`src/rtl/riscv_mc_ctrl.sv`:
```
// riscv_mc_ctrl: multi-cycle control sequencer for an RV32I core.
//
// Steps IDLE -> FETCH -> DECODE -> EXEC -> (MEM) -> (WB) -> FETCH and drives every
// datapath strobe and mux select combinationally from the registered state and the
// latched instruction register. One shared memory port serves both instruction fetch
// and data access through a mem_req / mem_ready handshake.
//
// Ports:
//   clk          in   core clock, rising edge
//   rst_n        in   asynchronous active-low reset
//   ir[31:0]     in   instruction register (loaded by the datapath on ir_we)
//   mem_ready    in   memory completed the current request this cycle
//   br_taken     in   branch comparator result for the branch in ir
//   pc_we        out  PC write enable
//   pc_src[1:0]  out  00 PC+4, 01 ALU result, 10 ALU result with bit 0 cleared
//   ir_we        out  load ir from memory read data and latch old_pc
//   imm_sel[2:0] out  001 I, 010 S, 011 B, 100 U, 101 J, 000 none
//   alu_a_sel    out  0 rs1, 1 old_pc
//   alu_b_sel    out  0 rs2, 1 immediate
//   alu_op[1:0]  out  00 add, 01 funct3/funct7 decoded, 10 pass B
//   mem_req      out  memory request valid
//   mem_we       out  store when set, load otherwise
//   mem_addr_sel out  0 PC, 1 ALU result
//   rf_we        out  register-file write enable
//   wb_sel[1:0]  out  00 ALU, 01 load data, 10 PC (already PC+4)
//   state[2:0]   out  IDLE 0, FETCH 1, DECODE 2, EXEC 3, MEM 4, WB 5, TRAP 6
//   trap         out  illegal-instruction flag (only with RISCV_MC_CTRL_TRAP_EN)
//
// Configuration macro RISCV_MC_CTRL_TRAP_EN: when defined, illegal instructions send
// DECODE to a sticky TRAP state; when undefined they execute as a NOP.

module riscv_mc_ctrl (
   input  logic        clk,
   input  logic        rst_n,
   input  logic [31:0] ir,
   input  logic        mem_ready,
   input  logic        br_taken,
   output logic        pc_we,
   output logic [1:0]  pc_src,
   output logic        ir_we,
   output logic [2:0]  imm_sel,
   output logic        alu_a_sel,
   output logic        alu_b_sel,
   output logic [1:0]  alu_op,
   output logic        mem_req,
   output logic        mem_we,
   output logic        mem_addr_sel,
   output logic        rf_we,
   output logic [1:0]  wb_sel,
   output logic [2:0]  state
`ifdef RISCV_MC_CTRL_TRAP_EN
   ,
   output logic        trap
`endif
);

   typedef enum logic [2:0] {
      StIdle   = 3'd0,
      StFetch  = 3'd1,
      StDecode = 3'd2,
      StExec   = 3'd3,
      StMem    = 3'd4,
      StWb     = 3'd5,
      StTrap   = 3'd6
   } state_e;

   localparam logic [6:0] OpcOp    = 7'b0110011;
   localparam logic [6:0] OpcOpImm = 7'b0010011;
   localparam logic [6:0] OpcLoad  = 7'b0000011;
   localparam logic [6:0] OpcStore = 7'b0100011;
   localparam logic [6:0] OpcBr    = 7'b1100011;
   localparam logic [6:0] OpcJal   = 7'b1101111;
   localparam logic [6:0] OpcJalr  = 7'b1100111;
   localparam logic [6:0] OpcLui   = 7'b0110111;
   localparam logic [6:0] OpcAuipc = 7'b0010111;

   localparam logic [2:0] ImmNone = 3'b000;
   localparam logic [2:0] ImmI    = 3'b001;
   localparam logic [2:0] ImmS    = 3'b010;
   localparam logic [2:0] ImmB    = 3'b011;
   localparam logic [2:0] ImmU    = 3'b100;
   localparam logic [2:0] ImmJ    = 3'b101;

   state_e state_q, state_d;

   logic [6:0] opcode;
   logic [2:0] funct3;
   logic       is_load;
   logic       is_store;
   logic       illegal;
   logic [2:0] imm_fmt;
   logic       alu_a_x;
   logic       alu_b_x;
   logic [1:0] alu_op_x;

   // Only opcode and funct3 steer control; the remaining fields belong to the datapath.
   logic unused_ir;
   assign unused_ir = ^{ir[31:15], ir[11:7]};

   assign opcode   = ir[6:0];
   assign funct3   = ir[14:12];
   assign is_load  = (opcode == OpcLoad);
   assign is_store = (opcode == OpcStore);

   // Legality: unknown opcode, or a reserved funct3 for BRANCH / LOAD / STORE.
   always_comb begin
      illegal = 1'b0;
      case (opcode)
         OpcOp, OpcOpImm, OpcJal, OpcJalr, OpcLui, OpcAuipc: illegal = 1'b0;
         OpcBr:    illegal = (funct3 == 3'b010) || (funct3 == 3'b011);
         OpcLoad:  illegal = (funct3 == 3'b011) || (funct3 == 3'b110) || (funct3 == 3'b111);
         OpcStore: illegal = (funct3 > 3'b010);
         default:  illegal = 1'b1;
      endcase
   end

   // Immediate format and ALU operand/op selects, per opcode. These are held through
   // MEM and WB as well so the ALU result (address or write-back value) stays valid.
   always_comb begin
      imm_fmt  = ImmNone;
      alu_a_x  = 1'b0;
      alu_b_x  = 1'b0;
      alu_op_x = 2'b00;
      case (opcode)
         OpcOp: begin
            alu_op_x = 2'b01;
         end
         OpcOpImm: begin
            imm_fmt  = ImmI;
            alu_b_x  = 1'b1;
            alu_op_x = 2'b01;
         end
         OpcLoad: begin
            imm_fmt = ImmI;
            alu_b_x = 1'b1;
         end
         OpcStore: begin
            imm_fmt = ImmS;
            alu_b_x = 1'b1;
         end
         OpcBr: begin
            imm_fmt = ImmB;
            alu_a_x = 1'b1;
            alu_b_x = 1'b1;
         end
         OpcJal: begin
            imm_fmt = ImmJ;
            alu_a_x = 1'b1;
            alu_b_x = 1'b1;
         end
         OpcJalr: begin
            imm_fmt = ImmI;
            alu_b_x = 1'b1;
         end
         OpcLui: begin
            imm_fmt  = ImmU;
            alu_b_x  = 1'b1;
            alu_op_x = 2'b10;
         end
         OpcAuipc: begin
            imm_fmt = ImmU;
            alu_a_x = 1'b1;
            alu_b_x = 1'b1;
         end
         default: begin
            imm_fmt = ImmNone;
         end
      endcase
   end

   always_ff @(posedge clk or negedge rst_n) begin
      if (!rst_n) begin
         state_q <= StIdle;
      end else begin
         state_q <= state_d;
      end
   end

   always_comb begin
      state_d      = state_q;
      pc_we        = 1'b0;
      pc_src       = 2'b00;
      ir_we        = 1'b0;
      imm_sel      = ImmNone;
      alu_a_sel    = 1'b0;
      alu_b_sel    = 1'b0;
      alu_op       = 2'b00;
      mem_req      = 1'b0;
      mem_we       = 1'b0;
      mem_addr_sel = 1'b0;
      rf_we        = 1'b0;
      wb_sel       = 2'b00;

      case (state_q)
         StIdle: begin
            state_d = StFetch;
         end

         StFetch: begin
            mem_req = 1'b1;
            if (mem_ready) begin
               ir_we   = 1'b1;
               pc_we   = 1'b1;
               state_d = StDecode;
            end
         end

         StDecode: begin
            imm_sel = imm_fmt;
`ifdef RISCV_MC_CTRL_TRAP_EN
            state_d = illegal ? StTrap : StExec;
`else
            state_d = StExec;
`endif
         end

         StExec: begin
            // Illegal instructions fall through with no strobes: a NOP, PC already +4.
            state_d = StFetch;
            if (!illegal) begin
               imm_sel   = imm_fmt;
               alu_a_sel = alu_a_x;
               alu_b_sel = alu_b_x;
               alu_op    = alu_op_x;
               case (opcode)
                  OpcLoad, OpcStore: begin
                     state_d = StMem;
                  end
                  OpcOp, OpcOpImm, OpcLui, OpcAuipc: begin
                     state_d = StWb;
                  end
                  OpcBr: begin
                     pc_we  = br_taken;
                     pc_src = 2'b01;
                  end
                  OpcJal: begin
                     pc_we  = 1'b1;
                     pc_src = 2'b01;
                     rf_we  = 1'b1;
                     wb_sel = 2'b10;
                  end
                  OpcJalr: begin
                     pc_we  = 1'b1;
                     pc_src = 2'b10;
                     rf_we  = 1'b1;
                     wb_sel = 2'b10;
                  end
                  default: begin
                     state_d = StFetch;
                  end
               endcase
            end
         end

         StMem: begin
            imm_sel      = imm_fmt;
            alu_a_sel    = alu_a_x;
            alu_b_sel    = alu_b_x;
            alu_op       = alu_op_x;
            mem_req      = 1'b1;
            mem_addr_sel = 1'b1;
            mem_we       = is_store;
            if (mem_ready) begin
               state_d = is_store ? StFetch : StWb;
            end
         end

         StWb: begin
            imm_sel   = imm_fmt;
            alu_a_sel = alu_a_x;
            alu_b_sel = alu_b_x;
            alu_op    = alu_op_x;
            rf_we     = 1'b1;
            wb_sel    = is_load ? 2'b01 : 2'b00;
            state_d   = StFetch;
         end

`ifdef RISCV_MC_CTRL_TRAP_EN
         StTrap: begin
            // Sticky until reset; every strobe stays at its default of 0.
            state_d = StTrap;
         end
`endif

         default: begin
            state_d = StIdle;
         end
      endcase
   end

   assign state = state_q;

`ifdef RISCV_MC_CTRL_TRAP_EN
   assign trap = (state_q == StTrap);
`endif

endmodule

```
`config.mk`:
```
export PLATFORM = sky130hd
export DESIGN_NAME = riscv_mc_ctrl
export DESIGN_NICKNAME = d
export VERILOG_FILES = /design/src/rtl/riscv_mc_ctrl.sv
export SDC_FILE = /design/constraint.sdc
export NUM_CORES = 1
export LEC_CHECK = 0
export CORE_MARGIN = 3
export CORE_UTILIZATION = 27
export DETAILED_ROUTE_END_ITERATION = 7
export GPL_TIMING_DRIVEN = 0
export PLACE_DENSITY = 0.75
export SYNTH_ARGS = -nofsm -noshare
export SYNTH_HDL_FRONTEND = slang
export SYNTH_SLANG_ARGS = --single-unit
```
`constraint.sdc`:
```
create_clock -name clk -period 2.9 [get_ports clk]
set_clock_uncertainty 0.1 [all_clocks]
set_input_delay 0.87 -clock clk [delete_from_list [all_inputs] [get_ports clk]]
set_output_delay 0.87 -clock clk [all_outputs]
set_load 0.005 [all_outputs]
```
After elaboration in Yosys (flattened, before gate mapping) --
Index checks and enable logic that the tools add are counted.
Word-level totals: logic and storage cells 78, register bits after elaboration 3, input port bits 36, output and inout port bits 20
Cells by class: $lt $le $gt $ge 1, eq/ne operators 20, multiplexer cells 37, reduce and logical (&&, ||, !) cells 19
Operators with widths (count):
- $pmux 3 s5 | 2
- $eq 7x6->1 const B | 3
- $eq 7x7->1 const B | 3
- $pmux 2 s2 | 4
- $reduce_or 2->1 | 8
- $mux 3 | 5
- $eq 7x5->1 const B | 2
- $mux 1 | 13
- $eq 3x2->1 const B | 4
- $eq 3x3->1 const B | 4
- $pmux 3 s2 | 2
- $mux 2 | 5
- $pmux 1 s2 | 5
- $reduce_or 3->1 | 3
- $reduce_or 8->1 | 1
- $eq 7x2->1 const B | 1
- $reduce_or 6->1 | 1
- $ne 2x2->1 const B | 2
- $pmux 1 s4 | 1
- $reduce_or 4->1 | 1
- $eq 3x1->1 const B | 1
- $gt 3x2->1 const B | 1
- $logic_not 3->1 | 1
- $logic_or 1x1->1 | 3
- $reduce_and 2->1 | 1

Logic depth before layout (Yosys ltp) --
depth in word-level cells 6, gate-level depth with buffers 5, mapped depth without buffers 4

Least setup slack after synthesis --
No wires, ideal clock.
path type input -> output, start input port ir[3], end output port rf_we, arrival time 2.055 ns, buffers on the path 1, path slack -0.125 ns, stages on the path 5, required time 1.930 ns, cells stage by stage buf_6 or3_4 o41ai_2 or4_4 o22ai_2
On the way: word-level cells in the longest chain between the ends 5, elaborated cells between the ends (all ways) 15, classes of those cells eq/ne (9); mux (4); reduce/logical (2)
Ends and longest elaborated chain:
- from (decl) | line 35 | input logic [31:0] ir,
- $eq 7x6->1, or another cell as far along | line 108 | case (opcode)
- $reduce_or 6->1 or $reduce_or 2->1 (tied branches)
- $pmux 1 s4 or $mux 1 (tied branches) | line 108, 225
- $mux 1 (*) | line 220 | if (!illegal) begin
- $pmux 1 s2 (*) | line 194 | case (state_q)
- to (decl) | line 48 | output logic rf_we,
Every way passes the cells marked *; elsewhere a longest branch is shown, timed or not.

Final worst setup path --
start input port ir[5], end output port rf_we
The elaborated chain is that of the path after synthesis.

==> flow_metrics.py <==
metrics = {
    "timing": {
        "slew_headroom_pct": 69.1,
        "finalHoldViolations": 0,
        "period_share_pct": 111,
        "setup_violations": 14,
        "tightest_slew_ns": 0.463,
        "rsz0062_at_grt": "true",
        "fin_tns_setup_ns": -3.60,
        "period_needed_ns": 3.22,
        "fin_worst_hold_slack_ns": 0.497,
        "maxSlewViolCount": 0,
        "fmax_ghz": 0.310,
        "layout_setup_ws_ns": -0.322,
    },
    "worst_setup_path": {
        "slowest_delay_ns": 0.58,
        "arrival_ns": 2.25,
        "end_kind": "output pin",
        "crit_fanout": 4,
        "path_delay_family": "simple AND/OR/NAND/NOR gates",
        "path_class": "in -> out",
        "cp_cell_sequence": "clkbuf_16 -> a21oi_4 -> o41ai_4 -> or4_4 -> buf_6 -> o22ai_2 -> buf_2",
        "r2r_slack_ns": 1.39,
        "worstSetupStartpointType": "primary input",
        "required_ns": 1.93,
        "crit_buf_inv": 3,
        "critical-path-slowest-cell": "or4_4",
    },
    "grt": {
        "grt-ovfl-total": 0,
        "antenna_found_initial": 0,
        "grtUsageTotal_pct": 19.2,
        "grt_pass1_vias": 877,
        "grt_pass1_wl_um": 4060,
        "grt_max_degree": 11,
    },
    "placed_design": {
        "post_dp_cell_area_um2": 968,
        "dp_hpwl_um": 1530,
        "portBuffers": 30,
        "gp_congestion": 0.831,
    },
    "synthesis": {
        "synth_edf_count": 0,
        "ys_ff_latch": 3,
        "yosys_warnings": 0,
        "synth_area_um2": 603,
        "synth_fp_nets": 119,
        "yosysUniqueCellTypes": 41,
        "synth_cells": 83,
        "synthFlopType": "dfrtp_1",
        "async_flop_share_pct": 100,
        "synth_area_per_cell_um2": 7.27,
        "seq_area_frac_synth_pct": 12.4,
    },
    "layout": {
        "synthToLayoutAreaGrowth_pct": 101,
        "multiInputGateArea_um2": 611,
        "drive_gt1_share_pct": 56.0,
        "seq_area_um2": 75.1,
        "fin_nets": 171,
        "diodes": 0,
        "largest_register_ffs": 3,
        "n_fill_cell": 179,
        "final_area_mm2": 0.00121,
        "final_core_util_pct": 59.5,
    },
    "floorplan": {
        "start_util_pct": 29.5,
        "die_area_mm2": 0.00284,
        "ioPinCount": 56,
        "die_y_um": 53.3,
        "core-area_mm2": 0.00204,
        "dieWidth_um": 53.3,
        "num_rows": 16,
    },
    "power": {
        "worst_ir_drop_vdd_mv": 0.484,
        "p_clk_share_pct": 18.3,
        "p_leak_nw": 0.521,
        "switching_share_pct": 39.3,
        "p_int_uw": 239,
        "power.switching_uw": 154,
        "p_seq_share_pct": 18.5,
        "p_comb_share_pct": 63.2,
        "power_density_mw_per_mm2": 323,
    },
    "drt": {
        "viasPerCell": 5.35,
        "totalWireLength_um": 2520,
        "ant_nets": 0,
        "drc": 0,
        "drt_iter0_drc": 25,
        "wl_per_cell_um": 15.6,
        "vias": 862,
        "drt_pass1_iterations": 4,
    },
    "clock_tree": {
        "clk_pin_slew_ns": 0.03,
        "clk_latency_ns": 0.23,
        "cts_root_buffer": "clkbuf_4",
        "cts_num_sinks": 3,
        "cts_buffers": 3,
        "htree_levels": 1,
        "cts_tree": "done",
        "clockBufferDepth": 2,
    },
    "run_status": {
        "status": "complete, but fails checks",
        "failed_checks": "negative setup slack",
    },
    "worst_hold_path": {
        "worst_hold_path_type": "reg -> reg",
    },
    "run": {
        "drv_cap": 0,
    },
}
==> layer usage <==
metal | global-route usage (%) | vias up | part of all wire, %
li1 | - | 418 | -
met2 | 31.4 | 38 | 48
met4 | 2.13 | 0 | 0
met1 | 26.6 | 406 | 45
met5 | 0 | - | 0
met3 | 3.66 | 0 | 6.1
==> cells in the final DEF, fill, tap and decap left out, types with 2 or more instances in the layout <==
cell type        instances
dlygate4sd2_1            2
a21oi_1                  5
buf_6                    9
a21o_1                   2
a21oi_2                  2
nand2b_1                 2
buf_4                   11
nor2_1                   4
nand2_1                  5
clkdlybuf4s50_1          9
or2_4                    2
clkbuf_1                 2
a211oi_2                 3
inv_1                    4
dfrtp_1                  3
clkbuf_4                 3
buf_2                   16
nand3_1                  2
nor2_4                   3
o21ai_0                  4
a21oi_4                  3
nor2b_1                  2
==> synthesized netlist by cell type (2+ instances only) <==
master / n / area (µm²)
nor2b_1: 3 / 18.8
a21oi_1: 10 / 50.1
nor2_1: 8 / 30.0
clkbuf_1: 3 / 11.3
a211oi_1: 4 / 30.0
nand3_1: 2 / 10.0
inv_1: 4 / 15.0
nand2b_1: 3 / 18.8
dfrtp_1: 3 / 75.1
nand2_1: 6 / 22.5
o21ai_0: 4 / 20.0
a21o_1: 2 / 15.0
or2_2: 2 / 12.5
nor4_1: 2 / 12.5
==> final cells by class <==
cell class	instances	area share, %
Inverter	4	1.24
Clock buffer	4	2.16
Tap cell	27	2.78
Timing Repair Buffer	48	31.8
Sequential cell	3	6.18
Buffer	5	5.56
Multi-Input combinational cell	70	50.3
==> worst reg2reg max path, cell delays in order, from the launching register on <==
cell      delay, ns
dfrtp_1        0.33
clkbuf_1       0.30
nor2b_1        0.24
o21ai_0        0.11
nor4_1         0.24
a21o_1         0.12
==> path summary, 6_finish.rpt <==
| path | start | end | depth (start not counted) |
|---|---|---|---|
| setup / recovery | ir[5] | rf_we | 7 |
| hold / removal | state[2] | state[1] | 1 |
| setup reg to reg | state[0] | state[2] | 5 |
| hold reg to reg | state[2] | state[1] | 1 |
| max in group asynchronous | rst_n | state[2] | 1 |
| min in group asynchronous | rst_n | state[0] | 1 |
==> timing repair <==
action / CTS / global route
pin swaps: 17 / 5
hold buffers: 0 / 0
setup endpoints to repair: 15 / 16
gates resized for setup: 114 / 11
gates cloned: 0 / 0
setup buffers: 17 / 1
==> power groups by stage <==
stage	Combinational, mW	Sequential, mW	Clock [mW]
3_5_place_dp	0.202	0.0716	0
3_3_place_gp	0.199	0.0711	0
4_1_cts	0.235	0.0711	0.0754
6_report	0.248	0.0728	0.0718
2_1_floorplan	0.110	0.0689	0
5_1_grt	0.267	0.0738	0.0830
==> cell families (layout without fill, tap and decap cells) <==
kind of cell	count (synthesis)	after routing	synth area share, %
DFF	3	3	12.4
xor gates and xnor gates	1	1	1.45
AOI/OAI and AO/OA	31	31	37.6
buffers and inverters	10	61	9.33
and+or+nand+nor	38	38	39.2
==> per-stage QoR <==
step	power, mW	worst slack, ns	cells
floorplan	0.179	-0.105	83
global placement	0.270	-1.12	140
detailed placement	0.273	-1.13	140
CTS	0.382	-0.337	161
global route	0.424	-0.363	161
finish	0.393	-0.322	161
Power figures use the tool's default switching activity.
